## src/rtl/fp_accum_seq.sv

```systemverilog
// Run-length sequencer that folds a stream of FP32 operands into one total
// through an external combinational FP32 adder, then hands the total out on a valid/ready port.
module fp_accum_seq #(
  parameter int unsigned CNT_W = 16
) (
  input  logic             clk,
  input  logic             rst,
  input  logic             start,
  input  logic [CNT_W-1:0] len,
  input  logic             in_valid,
  output logic             in_ready,
  input  logic [31:0]      in_data,
  output logic [31:0]      add_a,
  output logic [31:0]      add_b,
  input  logic [31:0]      add_sum,
  output logic             out_valid,
  input  logic             out_ready,
  output logic [31:0]      out_data,
  output logic             busy,
  output logic             neg_seen
);

  localparam int unsigned DATA_W = 32;

  typedef enum logic [1:0] {
    S_IDLE = 2'd0,
    S_ACC  = 2'd1,
    S_DONE = 2'd2
  } state_t;

  state_t              r_state;
  state_t              w_state_nxt;
  logic [DATA_W-1:0]   r_acc;
  logic [DATA_W-1:0]   w_acc_nxt;
  logic [CNT_W-1:0]    r_cnt;
  logic [CNT_W-1:0]    w_cnt_nxt;
  logic [CNT_W-1:0]    r_len_q;
  logic [CNT_W-1:0]    w_len_nxt;
  logic                r_neg;
  logic                w_neg_nxt;
  logic                r_in_ready;
  logic                r_out_valid;
  logic                r_busy;
  logic                w_accept;
  logic                w_last;

  assign w_accept = (r_state == S_ACC) && in_valid;
  assign w_last   = (r_cnt == (r_len_q - CNT_W'(1)));

  // State register and per-run datapath registers; handshake flags are
  // registered from the next state so they line up with r_state.
  always_ff @(posedge clk) begin
    if (rst) begin
      r_state     <= S_IDLE;
      r_acc       <= '0;
      r_cnt       <= '0;
      r_len_q     <= '0;
      r_neg       <= 1'b0;
      r_in_ready  <= 1'b0;
      r_out_valid <= 1'b0;
      r_busy      <= 1'b0;
    end else begin
      r_state     <= w_state_nxt;
      r_acc       <= w_acc_nxt;
      r_cnt       <= w_cnt_nxt;
      r_len_q     <= w_len_nxt;
      r_neg       <= w_neg_nxt;
      r_in_ready  <= (w_state_nxt == S_ACC);
      r_out_valid <= (w_state_nxt == S_DONE);
      r_busy      <= (w_state_nxt != S_IDLE);
    end
  end

  // Next-state and datapath update.
  always_comb begin
    w_state_nxt = r_state;
    w_acc_nxt   = r_acc;
    w_cnt_nxt   = r_cnt;
    w_len_nxt   = r_len_q;
    w_neg_nxt   = r_neg;

    unique case (r_state)
      S_IDLE: begin
        if (start) begin
          w_len_nxt = len;
          w_cnt_nxt = '0;
          w_neg_nxt = 1'b0;
          if (len == '0) begin
            w_acc_nxt   = '0;
            w_state_nxt = S_DONE;
          end else begin
            w_state_nxt = S_ACC;
          end
        end
      end

      S_ACC: begin
        if (w_accept) begin
          // The first operand seeds the sum directly; later ones take the adder result.
          w_acc_nxt = (r_cnt == '0) ? in_data : add_sum;
          w_cnt_nxt = r_cnt + CNT_W'(1);
          w_neg_nxt = r_neg | in_data[DATA_W-1];
          if (w_last) begin
            w_state_nxt = S_DONE;
          end
        end
      end

      S_DONE: begin
        if (out_ready) begin
          w_state_nxt = S_IDLE;
        end
      end

      default: begin
        w_state_nxt = S_IDLE;
      end
    endcase
  end

  assign add_a     = r_acc;
  assign add_b     = in_data;
  assign in_ready  = r_in_ready;
  assign out_valid = r_out_valid;
  assign out_data  = r_acc;
  assign busy      = r_busy;
  assign neg_seen  = r_neg;

endmodule

```

## config.mk

```make
export PLATFORM = sky130hd
export DESIGN_NAME = fp_accum_seq
export DESIGN_NICKNAME = d
export VERILOG_FILES = /design/src/rtl/fp_accum_seq.sv
export SDC_FILE = /design/constraint.sdc
export NUM_CORES = 1
export LEC_CHECK = 0
export CAP_MARGIN = 20
export CORE_ASPECT_RATIO = 0.75
export CORE_UTILIZATION = 38
export DETAILED_ROUTE_END_ITERATION = 7
export PLACE_DENSITY = 0.83
export SYNTH_ARGS = -nofsm -noshare
export SYNTH_HDL_FRONTEND = slang
export SYNTH_SLANG_ARGS = --single-unit
```

## constraint.sdc

```tcl
create_clock -name clk -period 2.72 [get_ports clk]
set_clock_uncertainty 0.2 [all_clocks]
set_input_delay 0.544 -clock clk [delete_from_list [all_inputs] [get_ports clk]]
set_output_delay 0.544 -clock clk [all_outputs]
set_load 0.01 [all_outputs]
```

Yosys cells after proc, flatten, opt, wreduce, memory -nomap -nowiden:

Cells that the tools add are included.

* output and inout bits: 100
* register bits after elaboration: 70
* bits in latches: 0
* word-level logic and storage cells: 45
* bits in writable memories: 0
* memories kept: 0
* bits of input ports: 85
* bits in read-only memories: 0

* muxes and demuxes: 17
* div/mod/pow operators: 0
* bitwise operators: 1
* multiply operators: 0
* equality and inequality tests: 8
* shifts and indexed selects: 0
* order comparisons: 0
* add/subtract/negate cells: 2
* reductions and logical operators: 9

Operator list (count)
* 2-to-1 mux 32 bit: 4
* case mux 32 bit (2 select lines): 1
* zero test 16 bit: 2
* 2-to-1 mux 16 bit: 2
* case mux 16 bit (2 select lines): 1
* adder 16 x 1 -> 16 bit (second input constant): 1
* equality test 16 bit: 1
* subtractor 16 x 1 -> 16 bit (second input constant): 1
* 2-to-1 mux 2 bit: 5
* inequality test 2 bit (second input constant): 3
* case mux 2 bit (3 select lines): 1
* equality test 2 x 1 -> 1 bit (second input constant): 2
* equality test 2 bit (second input constant): 2
* AND reduction 4 bit: 1
* nonzero test 2 bit: 2
* AND reduction 3 bit: 1
* zero test 2 bit: 1
* 2-to-1 mux 1 bit: 2
* case mux 1 bit (2 select lines): 1
* AND reduction 2 bit: 1
* logical AND 1 bit: 1
* OR 1 bit: 1

Logic depth before layout (Yosys ltp):

Gate-level depths: netlist (run 1).

* depth after elaboration: 6
* mapped depth: 9
* gate-level depth less buffers: 8

Worst setup path before layout (run 1):

No wires, ideal clock.

* path type: register to register
* start point: register r_len_q[7]
* end point: register r_in_ready, in the netlist in_ready
* stages on the path, launching flop included: 8
* setup slack: -200 ps
* data arrival time: 2604 ps
* path buffers: 1
* required time: 2404 ps
* setup time: 116 ps
* period minus slack after synthesis: 2920 ps
* cells stage by stage: dfxtp_1 > or4_1 > clkbuf_2 > or4_1 > a2111o_1 > a2111oi_2 > nand4_1 > a31o_1

* longest elaborated chain between the ends: 6

Ends and longest elaborated chain
* start, declared: RTL line 37 `logic [CNT_W-1:0] r_len_q;`
* start signal, assigned: RTL line 66 `r_len_q <= w_len_nxt;`
* subtractor 16 x 1 -> 16 bit: RTL line 48 `assign w_last = (r_cnt == (r_len_q - CNT_W'(1)));`
* equality test 16 bit: RTL line 48
* 2-to-1 mux 2 bit: RTL line 103 `if (w_last) begin`
* 2-to-1 mux 2 bit: RTL line 98 `if (w_accept) begin`
* case mux 2 bit (3 select lines): RTL line 82 `unique case (r_state)`
* equality test 2 x 1 -> 1 bit: RTL line 68 `r_in_ready <= (w_state_nxt == S_ACC);`
* end signal, assigned: RTL line 68
* end, declared: RTL line 41 `logic r_in_ready;`

Every way passes these cells.
A chain may end at the register's enable or synchronous reset.

Worst setup path after layout (run 1):

* start point: register r_len_q[7]
* end point: register r_state[0]

* longest elaborated chain between the ends: 5

Ends and longest elaborated chain
* subtractor 16 x 1 -> 16 bit: RTL line 48
* equality test 16 bit: RTL line 48
* 2-to-1 mux 2 bit: RTL line 103
* 2-to-1 mux 2 bit: RTL line 98
* case mux 2 bit (3 select lines): RTL line 82
* end signal, assigned: RTL line 63 `r_state <= w_state_nxt;`
* end, declared: RTL line 31 `state_t r_state;`

Every way passes these cells.

==> impl_metrics.env, run 1 <==
export IMPL_p_per_area_nw_per_um2=503
export IMPL_yosysTopAreaCell="dfxtp_1"
export IMPL_nets=713
export IMPL_area_growth_pct=47.6
export IMPL_antenna_found_initial=0
export IMPL_yosys_warnings=0
export IMPL_vias_per_cell=4.94
export IMPL_cts_buffer_depth=2
export IMPL_worstPathArrival_ns=2.92
export IMPL_cts_reportedPaths_clkPinSlew_ns=0.06
export IMPL_worst_ep_required_time_ns=2.73
export IMPL_clkLatencyLatePin_ns=0.33
export IMPL_tns_ns=-0.668
export IMPL_ys_types=42
export IMPL_maxSlewViolCount=0
export IMPL_numCtsBuffers=9
export IMPL_min_period_ns=2.91
export IMPL_design_area_um2=5870
export IMPL_timing_fmax_mhz=344
export IMPL_crit_slowest_cell="or4_4"
export IMPL_drc_errors=0
export IMPL_endpoint_kind="flip-flop"
export IMPL_synth_async_reset_ratio_pct=0
export IMPL_synth_edf_count=0
export IMPL_cts_tree="done"
export IMPL_port_buffers=184
export IMPL_initialDrtViolationCount=148
export IMPL_ys_seq_elements=70
export IMPL_vias=3762
export IMPL_p_leak_nw=2.13
export IMPL_synth_common_cells="93 x nor2_1, 70 x dfxtp_1, 64 x buf_4"
export IMPL_dp_hpwl_mm=8.87
export IMPL_post_route_util_pct=59.1
export IMPL_design_portCount=185
export IMPL_rsz0062_at_grt="yes"
export IMPL_finalPower_mw=2.95
export IMPL_die_h_um=90.6
export IMPL_max_slew_margin_pct=64.4
export IMPL_post_dp_cell_area_um2=5570
export IMPL_routedWlPerCell_um=15.1
export IMPL_finalWorstSetupSlack_ns=-0.188
export IMPL_cpMostUsedCell="or4_4"
export IMPL_die_area_um2=10900
export IMPL_syn_nets=591
export IMPL_netlist_instances=503
export IMPL_die_x_um=120
export IMPL_gr_total_overflow=0
export IMPL_postCtsHoldBufs=0
export IMPL_run_status="finished with violations"
export IMPL_cts_root_buf="clkbuf_16"
export IMPL_syn_area_per_cell_um2=7.91
export IMPL_grt_pass1_vias=3869
export IMPL_period_share_pct=107
export IMPL_max_stage_delay_ns=0.53
export IMPL_start_util_pct=40.1
export IMPL_yosysMostFrequentCell="nor2_1"
export IMPL_post_cts_buffers=0
export IMPL_crit_type="flip-flop to flip-flop"
export IMPL_netlist_top_cells_area="dfxtp_1 35%, buf_4 12%, nor2_1 8.8%"
export IMPL_setup_viol=4
export IMPL_grt_usage_pct=21.7
export IMPL_core_area_um2=9930
export IMPL_row_count=31
export IMPL_yosysSeqAreaShare_pct=35.2
export IMPL_cp_start_kind="flip-flop"
export IMPL_cap_violations=0
export IMPL_globalplace_congestion=0.896
export IMPL_ant_nets=0
export IMPL_first_pass_iters=6
export IMPL_fillCellCount=879
export IMPL_hp_class="flip-flop to flip-flop"
export IMPL_ys_flop_type="dfxtp_1"
export IMPL_cts_htree_levels=3
export IMPL_wl_mm=11.5
export IMPL_violations="negative setup slack"
export IMPL_synth_top_cell_area_share_pct=35.2
export IMPL_path_cells="or4_4 -> or4_4 -> a2111o_1 -> a2111oi_4 -> nand4_1 -> a31o_1"
export IMPL_cp_max_fo=4
export IMPL_synth_area_um2=3980
export IMPL_clock_sinks=70
export IMPL_worst_pin_slew_ns=0.530
export IMPL_drive_gt1_share_pct=7.14
export IMPL_irDropWorstVdd_mv=0.336
export IMPL_hold_viol_final=0
export IMPL_n_antenna_cell=0
export IMPL_grt_pass1_wl_mm=18.8
export IMPL_grt_max_degree=34
[worst paths after layout]
check	depth (start not counted)	slack (ns)	startpoint	end
hold reg to reg	2	0.27	neg_seen$_SDFFE_PP0P_	neg_seen$_SDFFE_PP0P_
setup / recovery	6	-0.19	r_len_q[7]$_SDFFE_PP0P_	r_state[0]$_SDFF_PP0_
setup reg to reg	6	-0.19	r_len_q[7]$_SDFFE_PP0P_	r_state[0]$_SDFF_PP0_
hold / removal	2	0.27	neg_seen$_SDFFE_PP0P_	neg_seen$_SDFFE_PP0P_
[stage by stage]
stage                     hold WS [ns]  setup slack (ns)  std cells
final                            0.269            -0.188        762
after global routing             0.292            -0.245        762
after CTS                        0.276            -0.173        762
after detailed placement         0.258            -0.171        746
after global placement           0.257           -0.0775        746
after floorplan                  0.248           -0.0823        503
[placed cells by master (no fill, tap or decap), types with 2 or more instances in the layout]
| cell | synthesis | routed |
|---|---|---|
| a21boi_0 | 3 | 3 |
| a21oi_1 | 54 | 54 |
| a31o_1 | 2 | 2 |
| and2_1 | 3 | 3 |
| and3_1 | 3 | 3 |
| and4_1 | 2 | 2 |
| buf_12 | 0 | 2 |
| buf_4 | 64 | 17 |
| clkbuf_16 | 0 | 9 |
| clkbuf_8 | 0 | 3 |
| clkdlybuf4s50_1 | 0 | 183 |
| clkinv_2 | 0 | 4 |
| dfxtp_1 | 70 | 69 |
| ha_1 | 3 | 3 |
| inv_1 | 5 | 5 |
| mux2_2 | 2 | 2 |
| mux2i_1 | 33 | 33 |
| nand2_1 | 43 | 43 |
| nand2b_1 | 2 | 2 |
| nand3_1 | 5 | 5 |
| nand3b_1 | 3 | 3 |
| nand4_1 | 9 | 9 |
| nor2_1 | 93 | 93 |
| nor3_1 | 6 | 6 |
| nor4_1 | 10 | 10 |
| nor4b_1 | 2 | 2 |
| o211ai_1 | 3 | 3 |
| o21ai_0 | 4 | 4 |
| o31ai_1 | 2 | 2 |
| or4_4 | 0 | 2 |
| xnor2_1 | 21 | 21 |
| xor2_1 | 13 | 13 |
[timing repair]
item / 4_1_cts / 5_1_grt
pin swaps: 3 / 3
resized for setup: 2 / 1
endpoints found under the setup margin: 4 / 4
[where the power goes]
| part | switching, mW | leakage (nW) | internal (mW) |
|---|---|---|---|
| logic | 0.322 | 1.41 | 0.402 |
| clock network | 0.422 | 0.148 | 0.685 |
| registers | 0.0478 | 0.570 | 1.07 |
| total | 0.792 | 2.13 | 2.16 |
[layer usage]
metal  global-route usage (%)  part of all wire (%)
met5                        0                     0
met3                     6.44                   5.8
met2                     38.6                    51
met1                     24.4                    42
met4                     7.40                   1.6
[kinds of logic after synthesis]
group | share of synthesized area (%)
AO/OA/AOI/OAI | 11.1
AND/OR/NAND/NOR | 21.2
buffers and inverters | 15.2
flip-flops | 35.2
XOR/XNOR | 7.48
multiplexers | 8.87
adder cells (fa/ha/maj) | 0.943
[area by class of cell]
| class | count | area, um^2 | area share (%) |
|---|---|---|---|
| Clock buffer | 12 | 267 | 4.54 |
| Clock inverter | 4 | 20.0 | 0.341 |
| Inverter | 5 | 18.8 | 0.320 |
| Multi-Input combinational cell | 336 | 2000 | 34.0 |
| Sequential cell | 70 | 1400 | 23.9 |
| Tap cell | 132 | 165 | 2.81 |
| Timing Repair Buffer | 203 | 2000 | 34.1 |
[critical path, delay by kind of cell (launching register included)]
family | cells | cell delay (ns)
and+or+nand+nor | 3 | 1.28
AOI/OAI and AO/OA | 3 | 0.99
DFF | 1 | 0.32
[sequential cells by signal, summed over array words and instances (netlist names)]
register,flops
add_a,32
busy,1
in_ready,1
neg_seen,1
out_valid,1
r_cnt,16
r_len_q,16
r_state,2
No activity file was read; power rests on OpenSTA's default activity.
==> run 2, diff against run 1 <==
Settings changed: CAP_MARGIN 20 to default.
==> results of run 2 <==
The final DEF is identical to that of run 1; final timing and power are the same.
